==> src/rtl/fetch_unit_pkg.sv <==
// Shared defaults and helpers for the instruction fetch engine.
// Latency: none (constants and pure functions only).
// Backpressure: not applicable.
package fetch_unit_pkg;

    localparam int          XLEN_DEF     = 64;
    localparam int          INST_W_DEF   = 32;
    localparam int          FQ_DEPTH_DEF = 4;
    localparam logic [63:0] RESET_PC_DEF = 64'h0;
    localparam int          INST_BYTES   = 4;

    function automatic logic pc_misaligned(input logic [1:0] pc_lo);
        return pc_lo != 2'b00;
    endfunction

endpackage

==> src/rtl/fetch_fifo.sv <==
// Synchronous FIFO with flush and occupancy count; flush beats push/pop.
// Latency: a push is visible at the head on the following cycle.
// Backpressure: in_rdy drops when full; out_vld drops when empty.
module fetch_fifo #(
    parameter int WIDTH = 8,
    parameter int DEPTH = 4
) (
    input  logic                       clk,
    input  logic                       rst_n,
    input  logic                       flush,
    input  logic                       in_vld,
    output logic                       in_rdy,
    input  logic [WIDTH-1:0]           in_dat,
    output logic                       out_vld,
    input  logic                       out_rdy,
    output logic [WIDTH-1:0]           out_dat,
    output logic [$clog2(DEPTH+1)-1:0] count
);

    localparam int              AW       = $clog2(DEPTH);
    localparam int              CW       = $clog2(DEPTH+1);
    localparam logic [CW-1:0]   FULL_CNT = CW'(DEPTH);

    logic [WIDTH-1:0] mem_q [DEPTH];
    logic [WIDTH-1:0] mem_d [DEPTH];
    logic [AW-1:0]    rd_ptr_q, rd_ptr_d;
    logic [AW-1:0]    wr_ptr_q, wr_ptr_d;
    logic [CW-1:0]    count_q, count_d;
    logic             push, pop;

    assign in_rdy  = (count_q != FULL_CNT);
    assign out_vld = (count_q != '0);
    assign out_dat = mem_q[rd_ptr_q];
    assign count   = count_q;
    assign push    = in_vld & in_rdy;
    assign pop     = out_vld & out_rdy;

    always_comb begin
        mem_d    = mem_q;
        rd_ptr_d = rd_ptr_q;
        wr_ptr_d = wr_ptr_q;
        count_d  = count_q;
        if (flush) begin
            rd_ptr_d = '0;
            wr_ptr_d = '0;
            count_d  = '0;
        end else begin
            if (push) begin
                mem_d[wr_ptr_q] = in_dat;
                wr_ptr_d        = wr_ptr_q + 1'b1;
            end
            if (pop) begin
                rd_ptr_d = rd_ptr_q + 1'b1;
            end
            if (push && !pop) begin
                count_d = count_q + 1'b1;
            end else if (pop && !push) begin
                count_d = count_q - 1'b1;
            end
        end
    end

    always_ff @(posedge clk or negedge rst_n) begin
        if (!rst_n) begin
            for (int i = 0; i < DEPTH; i++) begin
                mem_q[i] <= '0;
            end
            rd_ptr_q <= '0;
            wr_ptr_q <= '0;
            count_q  <= '0;
        end else begin
            mem_q    <= mem_d;
            rd_ptr_q <= rd_ptr_d;
            wr_ptr_q <= wr_ptr_d;
            count_q  <= count_d;
        end
    end

endmodule

==> src/rtl/fetch_unit.sv <==
// Instruction fetch: issues sequential PCs to imem, queues responses with PC, redirects flush.
// Latency: response at t reaches out_* at t+1; a 1-cycle imem gives one instruction per cycle.
// Backpressure: issue stalls once queued + outstanding + to-drop reaches FQ_DEPTH; imem responses never stall.
module fetch_unit
    import fetch_unit_pkg::*;
#(
    parameter int               XLEN     = XLEN_DEF,
    parameter int               INST_W   = INST_W_DEF,
    parameter int               FQ_DEPTH = FQ_DEPTH_DEF,
    parameter logic [XLEN-1:0]  RESET_PC = XLEN'(RESET_PC_DEF)
) (
    input  logic              clk,
    input  logic              rst_n,
    input  logic              redirect_valid,
    input  logic [XLEN-1:0]   redirect_pc,
    output logic              imem_req_valid,
    input  logic              imem_req_ready,
    output logic [XLEN-1:0]   imem_req_addr,
    input  logic              imem_resp_valid,
    input  logic [INST_W-1:0] imem_resp_inst,
    input  logic              imem_resp_err,
    output logic              out_valid,
    input  logic              out_ready,
    output logic [INST_W-1:0] out_inst,
    output logic [XLEN-1:0]   out_pc,
    output logic              out_err
);

    localparam int            CW  = $clog2(FQ_DEPTH+1);
    localparam int            SW  = CW + 2;
    localparam logic [SW-1:0] CAP = SW'(FQ_DEPTH);

    typedef enum logic {
        ST_RUN  = 1'b0,
        ST_HALT = 1'b1
    } fetch_state_t;

    typedef struct packed {
        logic [INST_W-1:0] inst;
        logic [XLEN-1:0]   pc;
        logic              err;
    } fq_ent_t;

    fetch_state_t    state_q, state_d;
    logic [XLEN-1:0] pc_q, pc_d;
    logic [CW-1:0]   outstanding_q, outstanding_d;
    logic [CW-1:0]   drop_cnt_q, drop_cnt_d;
    logic            misal_pend_q, misal_pend_d;

    logic            req_fire, resp_drop, resp_enq, misal_enq, fq_push, fq_in_rdy;
    logic [CW-1:0]   fq_count;
    logic [SW-1:0]   in_flight;
    logic [XLEN-1:0] resp_pc;
    fq_ent_t         fq_in, fq_out;

    assign in_flight      = SW'(fq_count) + SW'(outstanding_q) + SW'(drop_cnt_q);
    assign imem_req_valid = rst_n & (state_q == ST_RUN) & ~redirect_valid
                          & (in_flight < CAP) & fq_in_rdy;
    assign imem_req_addr  = pc_q;
    assign req_fire       = imem_req_valid & imem_req_ready;
    assign resp_drop      = (drop_cnt_q != '0) | redirect_valid;
    assign resp_enq       = imem_resp_valid & ~resp_drop;
    // Live requests are contiguous behind pc_q, so the oldest one's PC is recomputed.
    assign resp_pc        = pc_q - (XLEN'(outstanding_q) * XLEN'(INST_BYTES));
    // The misaligned-target fault entry waits until every stale response has drained.
    assign misal_enq      = misal_pend_q & (drop_cnt_q == '0);
    assign fq_push        = resp_enq | misal_enq;

    always_comb begin
        fq_in.inst = imem_resp_inst;
        fq_in.pc   = resp_pc;
        fq_in.err  = imem_resp_err;
        if (misal_enq) begin
            fq_in.inst = '0;
            fq_in.pc   = pc_q;
            fq_in.err  = 1'b1;
        end
    end

    fetch_fifo #(
        .WIDTH ($bits(fq_ent_t)),
        .DEPTH (FQ_DEPTH)
    ) u_fq (
        .clk     (clk),
        .rst_n   (rst_n),
        .flush   (redirect_valid),
        .in_vld  (fq_push),
        .in_rdy  (fq_in_rdy),
        .in_dat  (fq_in),
        .out_vld (out_valid),
        .out_rdy (out_ready),
        .out_dat (fq_out),
        .count   (fq_count)
    );

    assign out_inst = fq_out.inst;
    assign out_pc   = fq_out.pc;
    assign out_err  = fq_out.err;

    always_comb begin
        state_d       = state_q;
        pc_d          = pc_q;
        outstanding_d = outstanding_q;
        drop_cnt_d    = drop_cnt_q;
        misal_pend_d  = misal_pend_q;
        if (redirect_valid) begin
            pc_d          = redirect_pc;
            drop_cnt_d    = outstanding_q + drop_cnt_q - CW'(imem_resp_valid);
            outstanding_d = '0;
            misal_pend_d  = pc_misaligned(redirect_pc[1:0]);
            state_d       = misal_pend_d ? ST_HALT : ST_RUN;
        end else begin
            if (req_fire) begin
                pc_d = pc_q + XLEN'(INST_BYTES);
            end
            if (imem_resp_valid && (drop_cnt_q != '0)) begin
                drop_cnt_d = drop_cnt_q - 1'b1;
            end
            outstanding_d = outstanding_q + CW'(req_fire) - CW'(resp_enq);
            if (misal_enq) begin
                misal_pend_d = 1'b0;
            end
            if (resp_enq && imem_resp_err) begin
                state_d = ST_HALT;
            end
        end
    end

    always_ff @(posedge clk or negedge rst_n) begin
        if (!rst_n) begin
            state_q       <= ST_RUN;
            pc_q          <= RESET_PC;
            outstanding_q <= '0;
            drop_cnt_q    <= '0;
            misal_pend_q  <= 1'b0;
        end else begin
            state_q       <= state_d;
            pc_q          <= pc_d;
            outstanding_q <= outstanding_d;
            drop_cnt_q    <= drop_cnt_d;
            misal_pend_q  <= misal_pend_d;
        end
    end

endmodule
==> config.mk <==
export PLATFORM = sky130hd
export DESIGN_NAME = fetch_unit
export DESIGN_NICKNAME = d
export VERILOG_FILES = /design/src/rtl/fetch_unit_pkg.sv /design/src/rtl/fetch_fifo.sv /design/src/rtl/fetch_unit.sv
export SDC_FILE = /design/constraint.sdc
export NUM_CORES = 1
export LEC_CHECK = 0
export CAP_MARGIN = 20
export CORE_ASPECT_RATIO = 1.25
export CORE_MARGIN = 10
export CORE_UTILIZATION = 50
export CTS_BUF_LIST = sky130_fd_sc_hd__clkbuf_4 sky130_fd_sc_hd__clkbuf_8
export DETAILED_ROUTE_END_ITERATION = 10
export PLACE_DENSITY = 0.74
export SLEW_MARGIN = 10
export SYNTH_ARGS = -nofsm -noshare
export SYNTH_HDL_FRONTEND = slang
export SYNTH_SLANG_ARGS = --single-unit
==> constraint.sdc <==
create_clock -name clk -period 7.4 [get_ports clk]
set_input_delay 2.22 -clock clk [delete_from_list [all_inputs] [get_ports clk]]
set_output_delay 2.22 -clock clk [all_outputs]
set_load 0.05 [all_outputs]
== Yosys cells after proc, flatten, opt, wreduce, memory -nomap -nowiden ==
Index checks and enable logic that the tools add are counted.

* Bitwise logic cells: 16
* Multiplexer cells: 24
* Reduce and logical (&&, ||, !) cells: 19
* Equality and inequality tests: 1
* Add/sub/neg operators: 13
* $lt $le $gt $ge: 4

{| class="wikitable"
|+ Operators by type and width
! cell !! number
|-
| 388-bit bitwise mux || 1
|-
| 97-bit two-way mux || 4
|-
| 97-bit binary-select mux with 2-bit select || 1
|-
| 97-bit demux with 2-bit select || 1
|-
| 64-bit two-way mux || 2
|-
| 64-bit by 3-bit adder with 64-bit output (second input constant) || 1
|-
| 64-bit by 5-bit subtractor with 64-bit output || 1
|-
| 3-bit two-way mux || 6
|-
| 2-bit nonzero test || 7
|-
| 1-bit AND || 9
|-
| 3-bit nonzero test || 3
|-
| 2-bit two-way mux || 4
|-
| 3-bit greater-or-equal comparator (second input constant) || 2
|-
| 2-bit inverter with 3-bit output || 2
|-
| 3-bit by 1-bit subtractor with 3-bit output || 2
|-
| 3-bit by 1-bit subtractor with 3-bit output (second input constant) || 2
|-
| 4-bit by 3-bit adder with 5-bit output || 1
|-
| 1-bit logical AND || 5
|-
| 5-bit by 3-bit less-than comparator with 1-bit output (second input constant) || 1
|-
| 1-bit two-way mux || 5
|-
| 2-bit by 1-bit adder with 2-bit output (second input constant) || 2
|-
| 3-bit by 3-bit adder with 4-bit output || 1
|-
| 3-bit by 1-bit adder with 3-bit output || 1
|-
| 3-bit by 1-bit adder with 3-bit output (second input constant) || 1
|-
| 8 further kinds || 12
|}

* Output and inout port bits: 163
* Bits of input ports: 103
* Flip-flop bits (word level): 467

== Longest topological paths before layout ==
* Depth in word-level cells: 11
* Mapped depth: 18
* Mapped depth without buffers: 16

== Modules after synthesis ==
A second synthesis with hierarchy kept.

* Cells, all modules: 1781
* Area, all modules: 23824.1 um^2

{| class="wikitable"
|+ By module, submodules not included
! module !! seq. area each (um^2) !! cells each !! instances !! area each (um^2)
|-
| fetch_fifo || 9884.5 || 986 || 1 || 17613.1
|-
| fetch_unit || 1801.7 || 795 || 1 || 6211.0
|}

== Worst setup path before layout ==
Ideal clock, no wire load.

* Path kind: input port to output port
* Start: input redirect_valid
* End: output imem_req_valid
* Cell stages on the path: 4
* Path buffers: 2
* Path slack: 1.944 ns
* Arrival time: 3.236 ns
* Data required time: 5.180 ns
* Cells stage by stage: clkbuf_1 clkbuf_1 nor2_1 o2111a_1

* Longest elaborated chain between the ends: 4

{| class="wikitable"
|+ RTL lines
! element !! line !! RTL
|-
| start: declaration || fetch_unit.sv:14 || <nowiki>input logic redirect_valid,</nowiki>
|-
| 1-bit inverter (no source line) || - ||
|-
| 1-bit AND || fetch_unit.sv:57 || <nowiki>assign imem_req_valid = rst_n & (state_q == ST_RUN) & ~redirect_valid</nowiki>
|-
| 1-bit AND (2 in a row) || fetch_unit.sv:58 || <nowiki>& (in_flight < CAP) & fq_in_rdy;</nowiki>
|-
| end: declaration || fetch_unit.sv:16 || <nowiki>output logic imem_req_valid,</nowiki>
|}

Every way passes these cells.

== Final worst setup path ==
* Start: register u_fq.rd_ptr_q[0]
* End: output out_pc[19]

* Longest elaborated chain between the ends: 4

{| class="wikitable"
|+ RTL lines
! element !! line !! RTL
|-
| start: declaration || fetch_fifo.sv:26 || <nowiki>logic [AW-1:0] rd_ptr_q, rd_ptr_d;</nowiki>
|-
| start signal: assignment || fetch_fifo.sv:73 || <nowiki>rd_ptr_q <= rd_ptr_d;</nowiki>
|-
| 2-bit inverter with 3-bit output (implied by the code) || fetch_fifo.sv:33 || <nowiki>assign out_dat = mem_q[rd_ptr_q];</nowiki>
|-
| 97-bit binary-select mux with 2-bit select || fetch_fifo.sv:33 ||
|-
| 97-bit two-way mux (implied by the code) (2 in a row) || fetch_fifo.sv:33 ||
|-
| end: declaration || fetch_unit.sv:25 || <nowiki>output logic [XLEN-1:0] out_pc,</nowiki>
|}

Every way passes these cells. The select of a mux whose other input is x is not followed.

==> flow_summary.yaml <==
die:
  die_y_um: 256.4
  core_area_um2: 44120
  start_util_pct: 50.65
  die_area_um2: 53600
  fp.dieW_um: 209.1
  rows: 86
  io_pins: 266
placed_design:
  gp_congestion: 0.8813
  dp_slack_ns: 1.881
  numPortBuffers: 265
  dp_hpwl_um: 42070
  dp.cells: 2885
clock_network:
  htreeDepth: 3
  clk_pin_slew_ns: 0.06
  hold_buffers: 0
  cts_root_buf: "clkbuf_8"
  cts_buffers: 75
  cts_resized: 0
  postCtsSetupBuffers: 0
  cts_sinks: 467
  clk_latency_ns: 0.67
  cts_tree: "built"
  clock_path_buffers: 3
timing:
  finalCritPeriodShare_pct: 79.06
  hold_violations: 0
  clock-skew-final_ns: 0.04784
  rsz0062_at_grt: "false"
  tightest_slew_ns: 1.072
  timing.final.crit_period_ns: 5.850
  setup_slack_ns: 1.550
  slew_violations: 0
  clock.fmax_mhz: 170.9
  finalSetupTns_ns: 0
  hold_slack_ns: 0.4742
  relSlewSlack_pct: 28.55
  final-setup-viol-count: 0
final_layout:
  layout_commonest_cell: "nand2_1"
  fin_nets: 2519
  nFillCells: 3620
  layout_common_cells: "nand2_1 (491), dfrtp_1 (465), o21ai_0 (414), clkdlybuf4s50_1 (262), mux4_2 (97)"
  multiInputGateArea_um2: 9912
  ff_latch_area_um2: 11690
  finalNonFillerCells: 3017
  area_delta_synth_final_pct: 20.76
  drive_gt1_share_pct: 12.60
outcome:
  status: "completed"
critical_path:
  cp_data_arrival_time_ns: 3.63
  crit_required_ns: 5.18
  end_kind: "primary output"
  worstPathMaxFanout: 48
  critPathKind: "register to primary output"
  worst_setup_path_start_kind: "register"
logic_synthesis:
  ys_warn_count: 0
  async_reset_ff_share_pct: 100.0
  yosysSeqAreaShare_pct: 52.30
  synthFlopType: "dfrtp_1"
  yosys.area.top_type: "dfrtp_1"
  synth_edf_count: 0
  synthCells: 2195
  synth_area_um2: 22350
  synth_nets: 2323
  synth_top_area_share_pct: 52.30
  syn_avg_cell_area_um2: 10.18
  synthDistinctLibCells: 56
  synth_seq_cells: 467
  synthTopCellsByArea: "dfrtp_1 (52%), mux4_2 (9.8%), o21ai_0 (9.3%)"
routing:
  first_iter_violations: 1434
  viasPerCell: 5.841
  drtPass1Iterations: 5
  detail-route-antenna-nets: 0
  wl_per_cell_um: 20.74
  drt-total-wl_um: 62580
  vias: 17620
  drc: 0
global_routing:
  overflow: 0
  grt_max_degree: 102
  antenna_found_initial: 1
  grt_pass1_vias: 17800
  track_usage_pct: 23.19
  grt_pass1_wl_um: 100300
run:
  max_cap_violations: 0
power:
  leakage_nw: 11.36
  ir_drop_mv: 0.2747
  power.density_nw_per_um2: 364.9
hold_path:
  hp-class: "register to register"
through the flow:
step | instance area (um^2) | total power, mW | utilization, %
after detailed placement | 25310 | 7.482 | 57.37
after global routing | 26980 | 10.35 | 61.17
after CTS | 26960 | 9.941 | 61.11
final | 26980 | 9.848 | 61.17
after floorplan | 22350 | 6.107 | -
after global placement | 25310 | 7.357 | 57.37
sequential cells by signal, indices dropped and copies added (netlist names):
| signal | flops |
|---|---|
| u_fq.rd_ptr_q | 2 |
| u_fq.wr_ptr_q | 2 |
| misal_pend_q | 1 |
| imem_req_addr | 64 |
| drop_cnt_q | 3 |
| outstanding_q | 3 |
| u_fq.mem_q | 388 |
| u_fq.count | 3 |
| state_q | 1 |
synth_stat cells, drive strengths merged, types with 19 or more instances:
cell type	n
and3	20
dfrtp	467
nor4	31
clkbuf	153
a21oi	21
nand2	495
buf	22
mux2	24
or3	22
mux4	97
nor3	44
xnor2	69
xor2	23
nor2	52
o21ai	416
nand3	44
inv	29
nand4	19
final timing paths:
kind	cells after the start	slack, ns	to	from
worst max register to register	18	2.78	outstanding_q[2]	outstanding_q[1]
worst min register to register	2	0.47	u_fq.mem_q[301]	u_fq.mem_q[301]
worst min-delay path	2	0.47	u_fq.mem_q[301]	u_fq.mem_q[301]
max in group asynchronous	3	3.78	u_fq.mem_q[268]	rst_n
worst max-delay path	3	1.55	out_pc[19]	u_fq.rd_ptr_q[0]
min in group asynchronous	1	1.44	u_fq.mem_q[24]	rst_n
area by class of cell:
cell class	count	share of cell area (%)
clock buffers	115	5.240
inverters	30	0.4173
diodes	1	0.009273
repair buffers	294	10.73
multi-input cells	1523	36.73
clock inverters	15	0.8856
flip-flops and latches	467	43.33
well taps	572	2.652
per-layer routing:
metal  share of wire, %  routed length, um  GRT usage (%)  vias up
li1                   -                  -              -     8087
met1                 40              25160          29.37     8767
met2                 49              30710          37.79      677
met3                8.0               4997          5.582       91
met4                2.7               1708          8.885        0
met5                  0                  0              0        -
worst max-delay path, cell delays in order, from the launching register on:
cell and delay (ns):
dfrtp_4 1.13, buf_4 0.44, mux4_2 0.63, clkdlybuf4s50_1 0.74
cell families after synthesis:
| group | after synthesis | share of synthesized area (%) |
|---|---|---|
| AO/OA/AOI/OAI | 494 | 11.84 |
| XOR/XNOR | 92 | 3.606 |
| multiplexers | 126 | 11.21 |
| buffers and inverters | 205 | 3.539 |
| flip-flops | 467 | 52.30 |
| AND/OR/NAND/NOR | 786 | 15.88 |
| adder cells (fa/ha/maj) | 25 | 1.635 |
power by group:
part | leakage [nW] | internal, mW | switching (mW)
Combinational | 4.26 | 1.46 | 2.40
Sequential | 6.23 | 3.10 | 0.450
Clock | 0.872 | 1.40 | 1.04
Total | 11.4 | 5.95 | 3.90
No activity file was read; power rests on OpenSTA's default activity.
